**config.mk**
```make
export PLATFORM = sky130hd
export DESIGN_NAME = alu_2
export DESIGN_NICKNAME = d
export VERILOG_FILES = /design/src/rtl/alu_2.sv
export SDC_FILE = /design/constraint.sdc
export NUM_CORES = 1
export LEC_CHECK = 0
export ABC_AREA = 1
export CAP_MARGIN = 15
export CORE_UTILIZATION = 57
export CTS_BUF_LIST = sky130_fd_sc_hd__clkbuf_4 sky130_fd_sc_hd__clkbuf_8
export CTS_CLUSTER_DIAMETER = 120
export DETAILED_ROUTE_END_ITERATION = 8
export PLACE_DENSITY = 0.95
export SYNTH_ARGS = -nofsm -noshare
export SYNTH_HDL_FRONTEND = slang
export SYNTH_SLANG_ARGS = --single-unit
```
**constraint.sdc**
```tcl
create_clock -name clk -period 3 [get_ports clk]
set_input_delay 0.45 -clock clk [delete_from_list [all_inputs] [get_ports clk]]
set_output_delay 0.45 -clock clk [all_outputs]
set_load 0.05 [all_outputs]
```
**src/rtl/alu_2.sv**
```systemverilog
// alu_2 -- registered arithmetic/logic unit.
//
// Computes Y = f(A, B, sel) plus carry/zero/negative/overflow and presents the
// result one clock after the request is accepted. Nothing passes from the
// inputs to the outputs without going through a register.
//
// Ports:
//   clk       rising-edge clock
//   rst       synchronous reset, active-high, has priority over in_valid
//   in_valid  qualifies A, B, sel this cycle
//   A, B      operands (WIDTH bits, unsigned; two's complement for overflow)
//   sel       operation: 0 ADD, 1 SUB, 2 AND, 3 OR, 4 XOR, 5 NOT, 6 SHL, 7 SHR
//   Y         registered result
//   out_valid one-cycle pulse when Y and the flags are updated
//   carry     ADD carry out / SUB no-borrow / shifted-out bit, else 0
//   zero      Y == 0
//   negative  Y[WIDTH-1]
//   overflow  signed overflow for ADD/SUB, else 0
module alu_2 #(
   parameter int WIDTH = 4
) (
   input  logic             clk,
   input  logic             rst,
   input  logic             in_valid,
   input  logic [WIDTH-1:0] A,
   input  logic [WIDTH-1:0] B,
   input  logic [2:0]       sel,
   output logic [WIDTH-1:0] Y,
   output logic             out_valid,
   output logic             carry,
   output logic             zero,
   output logic             negative,
   output logic             overflow
);

   localparam int STAGES = 1;
   localparam int MSB    = WIDTH - 1;

   typedef struct packed {
      logic [WIDTH-1:0] y;
      logic             c;
      logic             z;
      logic             n;
      logic             v;
   } rsp_t;

   localparam rsp_t RSP_RST = '{y: '0, c: 1'b0, z: 1'b1, n: 1'b0, v: 1'b0};

   logic [STAGES:0] vld_pipe;
   logic [WIDTH:0]  sum;
   logic [WIDTH:0]  dif;
   rsp_t            rsp_d;
   rsp_t            rsp_q;

   // One extra bit on each side so the carry/borrow falls out of bit WIDTH.
   assign sum = {1'b0, A} + {1'b0, B};
   assign dif = {1'b0, A} - {1'b0, B};

   always_comb begin
      rsp_d = '0;
      case (sel)
         3'b000: begin
            rsp_d.y = sum[MSB:0];
            rsp_d.c = sum[WIDTH];
            rsp_d.v = (A[MSB] == B[MSB]) && (sum[MSB] != A[MSB]);
         end
         3'b001: begin
            rsp_d.y = dif[MSB:0];
            // Bit WIDTH of the extended difference is the borrow; carry is its inverse.
            rsp_d.c = ~dif[WIDTH];
            rsp_d.v = (A[MSB] != B[MSB]) && (dif[MSB] != A[MSB]);
         end
         3'b010: rsp_d.y = A & B;
         3'b011: rsp_d.y = A | B;
         3'b100: rsp_d.y = A ^ B;
         3'b101: rsp_d.y = ~A;
         3'b110: begin
            rsp_d.y = {A[MSB-1:0], 1'b0};
            rsp_d.c = A[MSB];
         end
         default: begin
            rsp_d.y = {1'b0, A[MSB:1]};
            rsp_d.c = A[0];
         end
      endcase
      rsp_d.z = (rsp_d.y == '0);
      rsp_d.n = rsp_d.y[MSB];
   end

   // Stage 0 of the valid pipe is the live request.
   assign vld_pipe[0] = in_valid;

   always_ff @(posedge clk) begin
      if (rst) begin
         vld_pipe[STAGES:1] <= '0;
         rsp_q              <= RSP_RST;
      end else begin
         vld_pipe[STAGES:1] <= vld_pipe[STAGES-1:0];
         // Idle cycles keep the previous result and flags.
         if (in_valid) rsp_q <= rsp_d;
      end
   end

   assign Y         = rsp_q.y;
   assign carry     = rsp_q.c;
   assign zero      = rsp_q.z;
   assign negative  = rsp_q.n;
   assign overflow  = rsp_q.v;
   assign out_valid = vld_pipe[STAGES];

endmodule

```
-- Yosys cells after proc, flatten, opt, wreduce, memory -nomap -nowiden
Index checks and enable logic that the tools add are counted.
- reduce and logical (&&, ||, !) cells: 5
- equality and inequality tests: 10
- add/sub/neg operators: 2
- mux-type cells: 3
- bitwise operators: 5
- operator list (cell ; count):
    case mux 4 bit (7 select lines) ; 1
    equality test 3 bit, second input constant ; 3
    equality test 3 x 2 -> 1 bit, second input constant ; 2
    adder 4 x 4 -> 5 bit ; 1
    subtractor 4 x 4 -> 5 bit ; 1
    AND 4 bit ; 1
    logical NOT 4 bit ; 1
    NOT 4 bit ; 1
    OR 4 bit ; 1
    case mux 1 bit (4 select lines) ; 1
    OR reduction 4 bit ; 1
    XOR 4 bit ; 1
    equality test 3 x 1 -> 1 bit, second input constant ; 1
    logical NOT 3 bit ; 1
    != test 1 bit ; 3
    logical AND 1 bit ; 2
    case mux 1 bit (2 select lines) ; 1
    equality test 1 bit ; 1
    NOT 1 bit ; 1
- output and inout bits: 9
- register bits: 9
- word-level logic and storage cells: 31
- input bits: 14

-- Logic depth before layout (Yosys ltp)
Gate-level depths: netlist of run 1.
- word-level depth: 4
- gate-level depth with buffers: 13
- depth with buffers taken out: 13

-- Worst setup path after synthesis of run 1
OpenSTA, ideal clock, no wires.
- path type: input port to flip-flop
- from: in A[0]
- to: reg rsp_q (netlist bit Y[2])
- cell stages on the path: 12
- path buffers: 0
- setup time: 109 ps
- path slack: 1233 ps
- arrival: 1658 ps
- cell sequence: inv_1 > ha_1 > fa_1 > nor2_1 > nor2_1 > nand2_1 > nand2_1 > nor2_1 > nand2_1 > nor2_1 > or2_1 > inv_1
- longest elaborated chain between the ends: 2
- elaborated cells between the ends (all ways): 3
- RTL lines (item ; line ; text):
    start, declared ; 25 ; input logic [WIDTH-1:0] A,
    subtractor 4 x 4 -> 5 bit / adder 4 x 4 -> 5 bit (equally long branches) ; 57, 56 ;
    case mux 4 bit (7 select lines) * ; 61 ; case (sel)
    end signal, assigned ; 100 ; if (in_valid) rsp_q <= rsp_d;
    end, declared ; 53 ; rsp_t rsp_q;
Every way passes the cells marked *; elsewhere a longest branch is shown, timed or not.
A chain may end at the register's enable or synchronous reset.

-- Worst setup path in the final report of run 1
Ends and elaborated chain as after synthesis.

==> results of run 1 <==
[worst max-delay path, stage by stage]
cell	delay, ns
sky130_fd_sc_hd__clkdlybuf4s50_1	0.55
sky130_fd_sc_hd__inv_1	0.09
sky130_fd_sc_hd__ha_1	0.23
sky130_fd_sc_hd__fa_1	0.41
sky130_fd_sc_hd__nor2_1	0.14
sky130_fd_sc_hd__nor2_1	0.06
sky130_fd_sc_hd__nand2_1	0.06
sky130_fd_sc_hd__nand2_1	0.04
sky130_fd_sc_hd__nor2_1	0.10
sky130_fd_sc_hd__nand2_1	0.07
sky130_fd_sc_hd__nor2_1	0.12
sky130_fd_sc_hd__or2_1	0.12
sky130_fd_sc_hd__inv_1	0.04
[final cells by class]
class                      count  area [um^2]  area share, %
timing repair buffer          23          228           17.4
multi-input combinational    123          743           56.7
inverter                      32          125           9.55
sequential                     8          160           12.2
tap                           25         31.3           2.39
clock buffer                   3         22.5           1.72
[sequential cells by signal, summed over array words and instances (netlist names)]
register and count:
carry 1, overflow 1, Y 4, out_valid 1, zero 1
[logic make-up (layout without fill, tap and decap cells)]
family                     after synthesis  in the layout
adders and majority gates               14             14
DFF                                      8              8
buffers and inverters                   39             58
xor gates and xnor gates                 1              1
AOI/OAI and AO/OA                       15             15
and+or+nand+nor                         93             93
[through the flow]
| stage | std cells | setup WS [ns] | hold slack [ns] |
|---|---|---|---|
| floorplan | 170 | 1.23 | 0.522 |
| global placement | 211 | 0.468 | 0.460 |
| detailed placement | 211 | 0.426 | 0.468 |
| CTS | 214 | 0.700 | 0.477 |
| global route | 214 | 0.510 | 0.511 |
| finish | 214 | 0.681 | 0.479 |
[worst min-delay path by stage]
stage	startpoint	to	slack, ns	cells past startpoint
2_1_floorplan	rst	out_valid	0.52	1
3_3_place_gp	zero	zero	0.46	2
3_5_place_dp	zero	zero	0.47	2
4_1_cts	zero	zero	0.48	2
5_1_grt	zero	zero	0.51	2
6_report	zero	zero	0.48	2
[metal layers]
metal | up-vias | global-route usage, % | wire [um]
met5 | - | 0 | 0
met4 | 0 | 10.6 | 57
met3 | 8 | 5.95 | 115
met2 | 39 | 47.9 | 1300
met1 | 511 | 36.1 | 1180
li1 | 577 | - | -
[cell usage in the layout (no fill, tap or decap), drive strengths merged]
| cell type | instances |
|---|---|
| inv | 31 |
| nand2 | 31 |
| nor2 | 30 |
| clkdlybuf4s50 | 22 |
| nand3 | 17 |
| ha | 12 |
| nand4 | 11 |
| dfxtp | 8 |
| o21ai | 8 |
| a21oi | 7 |
| clkbuf | 3 |
| fa | 2 |
| nor3 | 2 |
| or2 | 2 |
| clkinv | 1 |
| xor2 | 1 |
| buf | 1 |
[power by group]
part / internal, mW / switching (mW) / leakage [nW]
Clock: 0.0463 / 0.0440 / 0.0138
Combinational: 0.0697 / 0.123 / 0.609
Sequential: 0.115 / 0.00403 / 0.0665
Total: 0.231 / 0.171 / 0.689
==> flow_metrics.env, run 1 <==
export IMPL_worstReg2RegEnd="Y[2]"
export IMPL_tns_ns=0
export IMPL_synth_cell_type_count=32
export IMPL_power_per_cell_area_nw_per_um2=307
export IMPL_track_usage_pct=28.8
export IMPL_critPathArrivalTime_ns=2.49
export IMPL_synth_seq_area_share_pct=14.5
export IMPL_synthFlopType="sky130_fd_sc_hd__dfxtp_1"
export IMPL_final_min_period_over_clock_period_pct=77.3
export IMPL_ys_top_cells_by_count="sky130_fd_sc_hd__inv_1, sky130_fd_sc_hd__nand2_1, sky130_fd_sc_hd__nor2_1, sky130_fd_sc_hd__nand3_1, sky130_fd_sc_hd__ha_1"
export IMPL_netlist_top_cell_by_area="sky130_fd_sc_hd__dfxtp_1"
export IMPL_final_max_tran_viols=0
export IMPL_ys_ff_latch=8
export IMPL_post_synth_instance_area_um2=1100
export IMPL_ctsResizeCount=0
export IMPL_die_area_um2=2110
export IMPL_placed_area_um2=1290
export IMPL_tritoncts_clock_tree="built"
export IMPL_syn_instance_count=170
export IMPL_final_setup_skew_ns=0
export IMPL_r2r_setup_slack_ns=2.25
export IMPL_cts_setup_buffers=0
export IMPL_floorplan_rows=15
export IMPL_finalSetupViolations=0
export IMPL_antenna_cells=0
export IMPL_dr_total_vias=1135
export IMPL_utilization_pct=74.3
export IMPL_r2r_start="Y[2]"
export IMPL_outcome="finished clean"
export IMPL_synthAdderAreaFrac_pct=17.3
export IMPL_yosysWarnings=0
export IMPL_synth_top_family_by_area="simple AND/OR/NAND/NOR gates"
export IMPL_detail_route_wl_per_cell_um=12.4
export IMPL_cts_hold_fix_buffers=0
export IMPL_synth_compound_gate_area_share_pct=7.49
export IMPL_timing_hold_worst_class="reg -> reg"
export IMPL_fin_nets=219
export IMPL_portBuffers=22
export IMPL_asyncSetResetFlopFracSynth_pct=0
export IMPL_power_total_mw=0.402
export IMPL_post_route_cell_area_um2=1310
export IMPL_yosys_area_share_simple_pct=41.9
export IMPL_tritoncts_num_buffers=3
export IMPL_dpl_hpwl_um=2130
export IMPL_cts_root_to_sink_buffers=2
export IMPL_route_antenna_remaining_nets=0
export IMPL_worstSetupEndpointType="register"
export IMPL_final_layout_size_suffix_gt1_share_pct=7.94
export IMPL_synthesized_area_fraction_occupied_by_xor_and_xnor_cells_pct=0.795
export IMPL_worst_slew_pin_transition_ns=0.656
export IMPL_drtPass1Iterations=4
export IMPL_synth_enable_flop_cells=0
export IMPL_viasPerCell=5.30
export IMPL_fin_crit_ns=2.32
export IMPL_root_buffer="sky130_fd_sc_hd__clkbuf_4"
export IMPL_clkLatencyLatePin_ns=0.26
export IMPL_grt_first_pass_wirelength_um=4360
export IMPL_num_io_pins=23
export IMPL_max_freq_mhz=431
export IMPL_syn_avg_cell_area_um2=6.48
export IMPL_post_synth_top_area_fraction_pct=14.5
export IMPL_cts_sink_count=8
export IMPL_height_of_the_die_um=46.0
export IMPL_p_r_area_growth_vs_syn_pct=18.8
export IMPL_first_global_vias=1037
export IMPL_setup_repair_after_global_routing_missed_its_margin="false"
export IMPL_reg2reg_depth=3
export IMPL_initial_utilization_pct=62.5
export IMPL_drc=0
export IMPL_cp_required_ns=3.17
export IMPL_muxShareOfSynthArea_pct=0
export IMPL_layout_filler_cells=173
export IMPL_antenna_violations_before_repair=0
export IMPL_core_area_um2=1760
export IMPL_grt_start_max_net_pins=12
export IMPL_worst_path_max_fanout=5
export IMPL_synth_net_count=198
export IMPL_die_width_um=46.0
export IMPL_slew_limit_headroom_pct=56.1
export IMPL_cap_violations=0
export IMPL_cts_clk_slew_worst_paths_ns=0.06
export IMPL_cts_htree_levels=1
export IMPL_gp_routability_congestion=0.959
export IMPL_total_congestion_overflow_after_global_routing=0
export IMPL_postRouteWirelength_um=2650
export IMPL_vdd_ir_drop_worst_uv=294
export IMPL_setup_worst_path_start_class="input pin"
export IMPL_worstSetupStartpoint="A[0]"
export IMPL_p_leak_nw=0.689
export IMPL_detail_route_iter0_violations=25
export IMPL_path_class="in -> reg"
export IMPL_worst_setup_path_endpoint="Y[2]"
export IMPL_netlist_top_cells_area="sky130_fd_sc_hd__dfxtp_1, sky130_fd_sc_hd__ha_1, sky130_fd_sc_hd__inv_1"
export IMPL_timing_hold_violations_final=0
No activity file was read; power rests on OpenSTA's default activity.
==> inputs of run 2 (changes only) <==
--- a/config.mk
+++ b/config.mk
@@ -7,11 +7,11 @@
 export LEC_CHECK = 0
 export ABC_AREA = 1
 export CAP_MARGIN = 15
-export CORE_UTILIZATION = 57
+export CORE_UTILIZATION = 48
 export CTS_BUF_LIST = sky130_fd_sc_hd__clkbuf_4 sky130_fd_sc_hd__clkbuf_8
 export CTS_CLUSTER_DIAMETER = 120
 export DETAILED_ROUTE_END_ITERATION = 8
-export PLACE_DENSITY = 0.95
+export PLACE_DENSITY = 0.89
 export SYNTH_ARGS = -nofsm -noshare
 export SYNTH_HDL_FRONTEND = slang
 export SYNTH_SLANG_ARGS = --single-unit
==> constraint.sdc (replaced) <==
create_clock -name clk -period 1.9 [get_ports clk]
set_input_delay 0.285 -clock clk [delete_from_list [all_inputs] [get_ports clk]]
set_output_delay 0.285 -clock clk [all_outputs]
set_load 0.05 [all_outputs]
==> flow_metrics.env, run 2 (synthesis results as in run 1) <==
export IMPL_grt_start_max_net_pins=10
export IMPL_worstSetupStartpoint="A[1]"
export IMPL_critPathArrivalTime_ns=1.96
export IMPL_p_int_mw=0.398
export IMPL_cts_setup_buffers=0
export IMPL_clock_power_share_pct=19.5
export IMPL_num_io_pins=23
export IMPL_worstReg2RegEnd="Y[2]"
export IMPL_portBuffers=22
export IMPL_vdd_ir_drop_worst_uv=507
export IMPL_dr_total_vias=1203
export IMPL_cts_hold_fix_buffers=0
export IMPL_utilization_pct=72.9
export IMPL_power_total_mw=0.668
export IMPL_detail_route_iter0_violations=31
export IMPL_cts_sink_count=8
export IMPL_path_class="in -> reg"
export IMPL_fin_crit_ns=1.81
export IMPL_seqPwrFrac_pct=28.0
export IMPL_cap_violations=0
export IMPL_final_critical_path_setup_slack_ns=0.0913
export IMPL_r2r_start="Y[2]"
export IMPL_route_antenna_remaining_nets=0
export IMPL_worst_setup_path_endpoint="zero"
export IMPL_fin_nets=238
export IMPL_power_per_cell_area_nw_per_um2=444
export IMPL_total_congestion_overflow_after_global_routing=0
export IMPL_cts_clk_slew_worst_paths_ns=0.05
export IMPL_max_freq_mhz=553
export IMPL_dpl_hpwl_um=2340
export IMPL_largest_register_ffs=4
export IMPL_worst_slew_pin_transition_ns=0.503
export IMPL_dp_worst_setup_slack_ns=-0.406
export IMPL_root_buffer="sky130_fd_sc_hd__clkbuf_4"
export IMPL_clkLatencyLatePin_ns=0.25
export IMPL_worstSetupEndpointType="register"
export IMPL_final_min_period_over_clock_period_pct=95.2
export IMPL_antenna_cells=0
export IMPL_die_area_um2=2490
export IMPL_final_layout_size_suffix_gt1_share_pct=19.7
export IMPL_timing_hold_worst_class="reg -> reg"
export IMPL_viasPerCell=5.12
export IMPL_cp_required_ns=2.05
export IMPL_setup_repair_after_global_routing_missed_its_margin="false"
export IMPL_power_switching_mw=0.270
export IMPL_height_of_the_die_um=49.9
export IMPL_sw_frac_of_total_pct=40.4
export IMPL_detail_route_wl_per_cell_um=11.9
export IMPL_drtPass1Iterations=4
export IMPL_antenna_violations_before_repair=0
export IMPL_postRouteWirelength_um=2790
export IMPL_p_r_area_growth_vs_syn_pct=36.4
export IMPL_timing_hold_violations_final=0
export IMPL_tritoncts_clock_tree="built"
export IMPL_setup_worst_path_start_class="input pin"
export IMPL_gp_routability_congestion=0.923
export IMPL_final_max_tran_viols=0
export IMPL_r2r_setup_slack_ns=1.16
export IMPL_grt_first_pass_wirelength_um=4900
export IMPL_worst_path_max_fanout=4
export IMPL_outcome="finished clean"
export IMPL_cts_htree_levels=1
export IMPL_core_area_um2=2060
export IMPL_reg2reg_depth=3
export IMPL_first_global_vias=1159
export IMPL_tritoncts_num_buffers=3
export IMPL_die_width_um=49.9
export IMPL_leading_cell_types_in_the_layout_fill_and_taps_excluded="sky130_fd_sc_hd__inv_1, sky130_fd_sc_hd__nand2_1, sky130_fd_sc_hd__nor2_1"
export IMPL_track_usage_pct=24.8
export IMPL_final_setup_skew_ns=0
export IMPL_floorplan_rows=16
export IMPL_power_share_combinational_pct=52.5
export IMPL_drc=0
export IMPL_slew_limit_headroom_pct=66.4
export IMPL_initial_utilization_pct=53.5
export IMPL_p_leak_nw=0.799
export IMPL_cts_root_to_sink_buffers=2
export IMPL_finalSetupViolations=0
## run 2: changes by cell type in the layout (fill, tap and decap cells not counted), sizes merged
cell and change:
buf +19, dlymetal6s2s +2, dlygate4sd2 +1, clkdlybuf4s50 -3
## run 2: critical path, cell delays in order
cell                              delay (ns)
sky130_fd_sc_hd__clkdlybuf4s50_1        0.42
sky130_fd_sc_hd__buf_4                  0.15
sky130_fd_sc_hd__buf_4                  0.15
sky130_fd_sc_hd__ha_1                   0.22
sky130_fd_sc_hd__a21oi_2                0.19
sky130_fd_sc_hd__nand2_1                0.09
sky130_fd_sc_hd__nand2_1                0.06
sky130_fd_sc_hd__nand2_1                0.05
sky130_fd_sc_hd__nor2_1                 0.15
sky130_fd_sc_hd__nor2_2                 0.06
sky130_fd_sc_hd__nand3_1                0.09
sky130_fd_sc_hd__nand2_1                0.05
## run 2: power groups by stage
stage / sequential [mW] / clock, mW / combinational [mW]
after floorplan: 0.236 / 0 / 0.169
after global placement: 0.190 / 0 / 0.327
after detailed placement: 0.191 / 0 / 0.337
after CTS: 0.187 / 0.134 / 0.340
after global routing: 0.189 / 0.147 / 0.380
final: 0.187 / 0.130 / 0.351
## run 2: worst min-delay path by stage
stage | start | endpoint | slack (ns) | cells past startpoint
floorplan | rst | out_valid | 0.36 | 1
global placement | zero | zero | 0.46 | 2
detailed placement | zero | zero | 0.46 | 2
CTS | zero | zero | 0.47 | 2
global route | zero | zero | 0.52 | 2
finish | zero | zero | 0.47 | 2
## run 2: final cells by class
| class | instances | area (um^2) |
|---|---|---|
| Fill cell | 171 | 558 |
| Tap cell | 27 | 33.8 |
| Multi-Input combinational cell | 123 | 776 |
| Clock buffer | 3 | 22.5 |
| Timing Repair Buffer | 42 | 387 |
| Sequential cell | 8 | 160 |
| Inverter | 32 | 125 |
## run 2: layer usage
metal | vias to the layer above | global-route usage [%] | routed length (um)
met1 | 551 | 31.7 | 1210
met2 | 38 | 42.6 | 1400
li1 | 612 | - | -
met3 | 2 | 4.63 | 163
met5 | - | 0 | 0
met4 | 0 | 5.24 | 14
## run 2: stage by stage
step / setup TNS, ns / cells / instance area, um^2 / hold WS (ns)
2_1_floorplan: 0 / 170 / 1100 / 0.357
3_3_place_gp: -1.29 / 232 / 1450 / 0.460
3_5_place_dp: -1.62 / 232 / 1450 / 0.459
4_1_cts: 0 / 235 / 1480 / 0.468
5_1_grt: 0 / 235 / 1500 / 0.522
6_report: 0 / 235 / 1500 / 0.466
## run 2: repair_timing
action | CTS | global route
pin swaps | 0 | 3
endpoints found under the setup margin | 4 | 3
hold endpoints to repair | 0 | 0
resized for setup | 5 | 7
gates cloned | 0 | 0
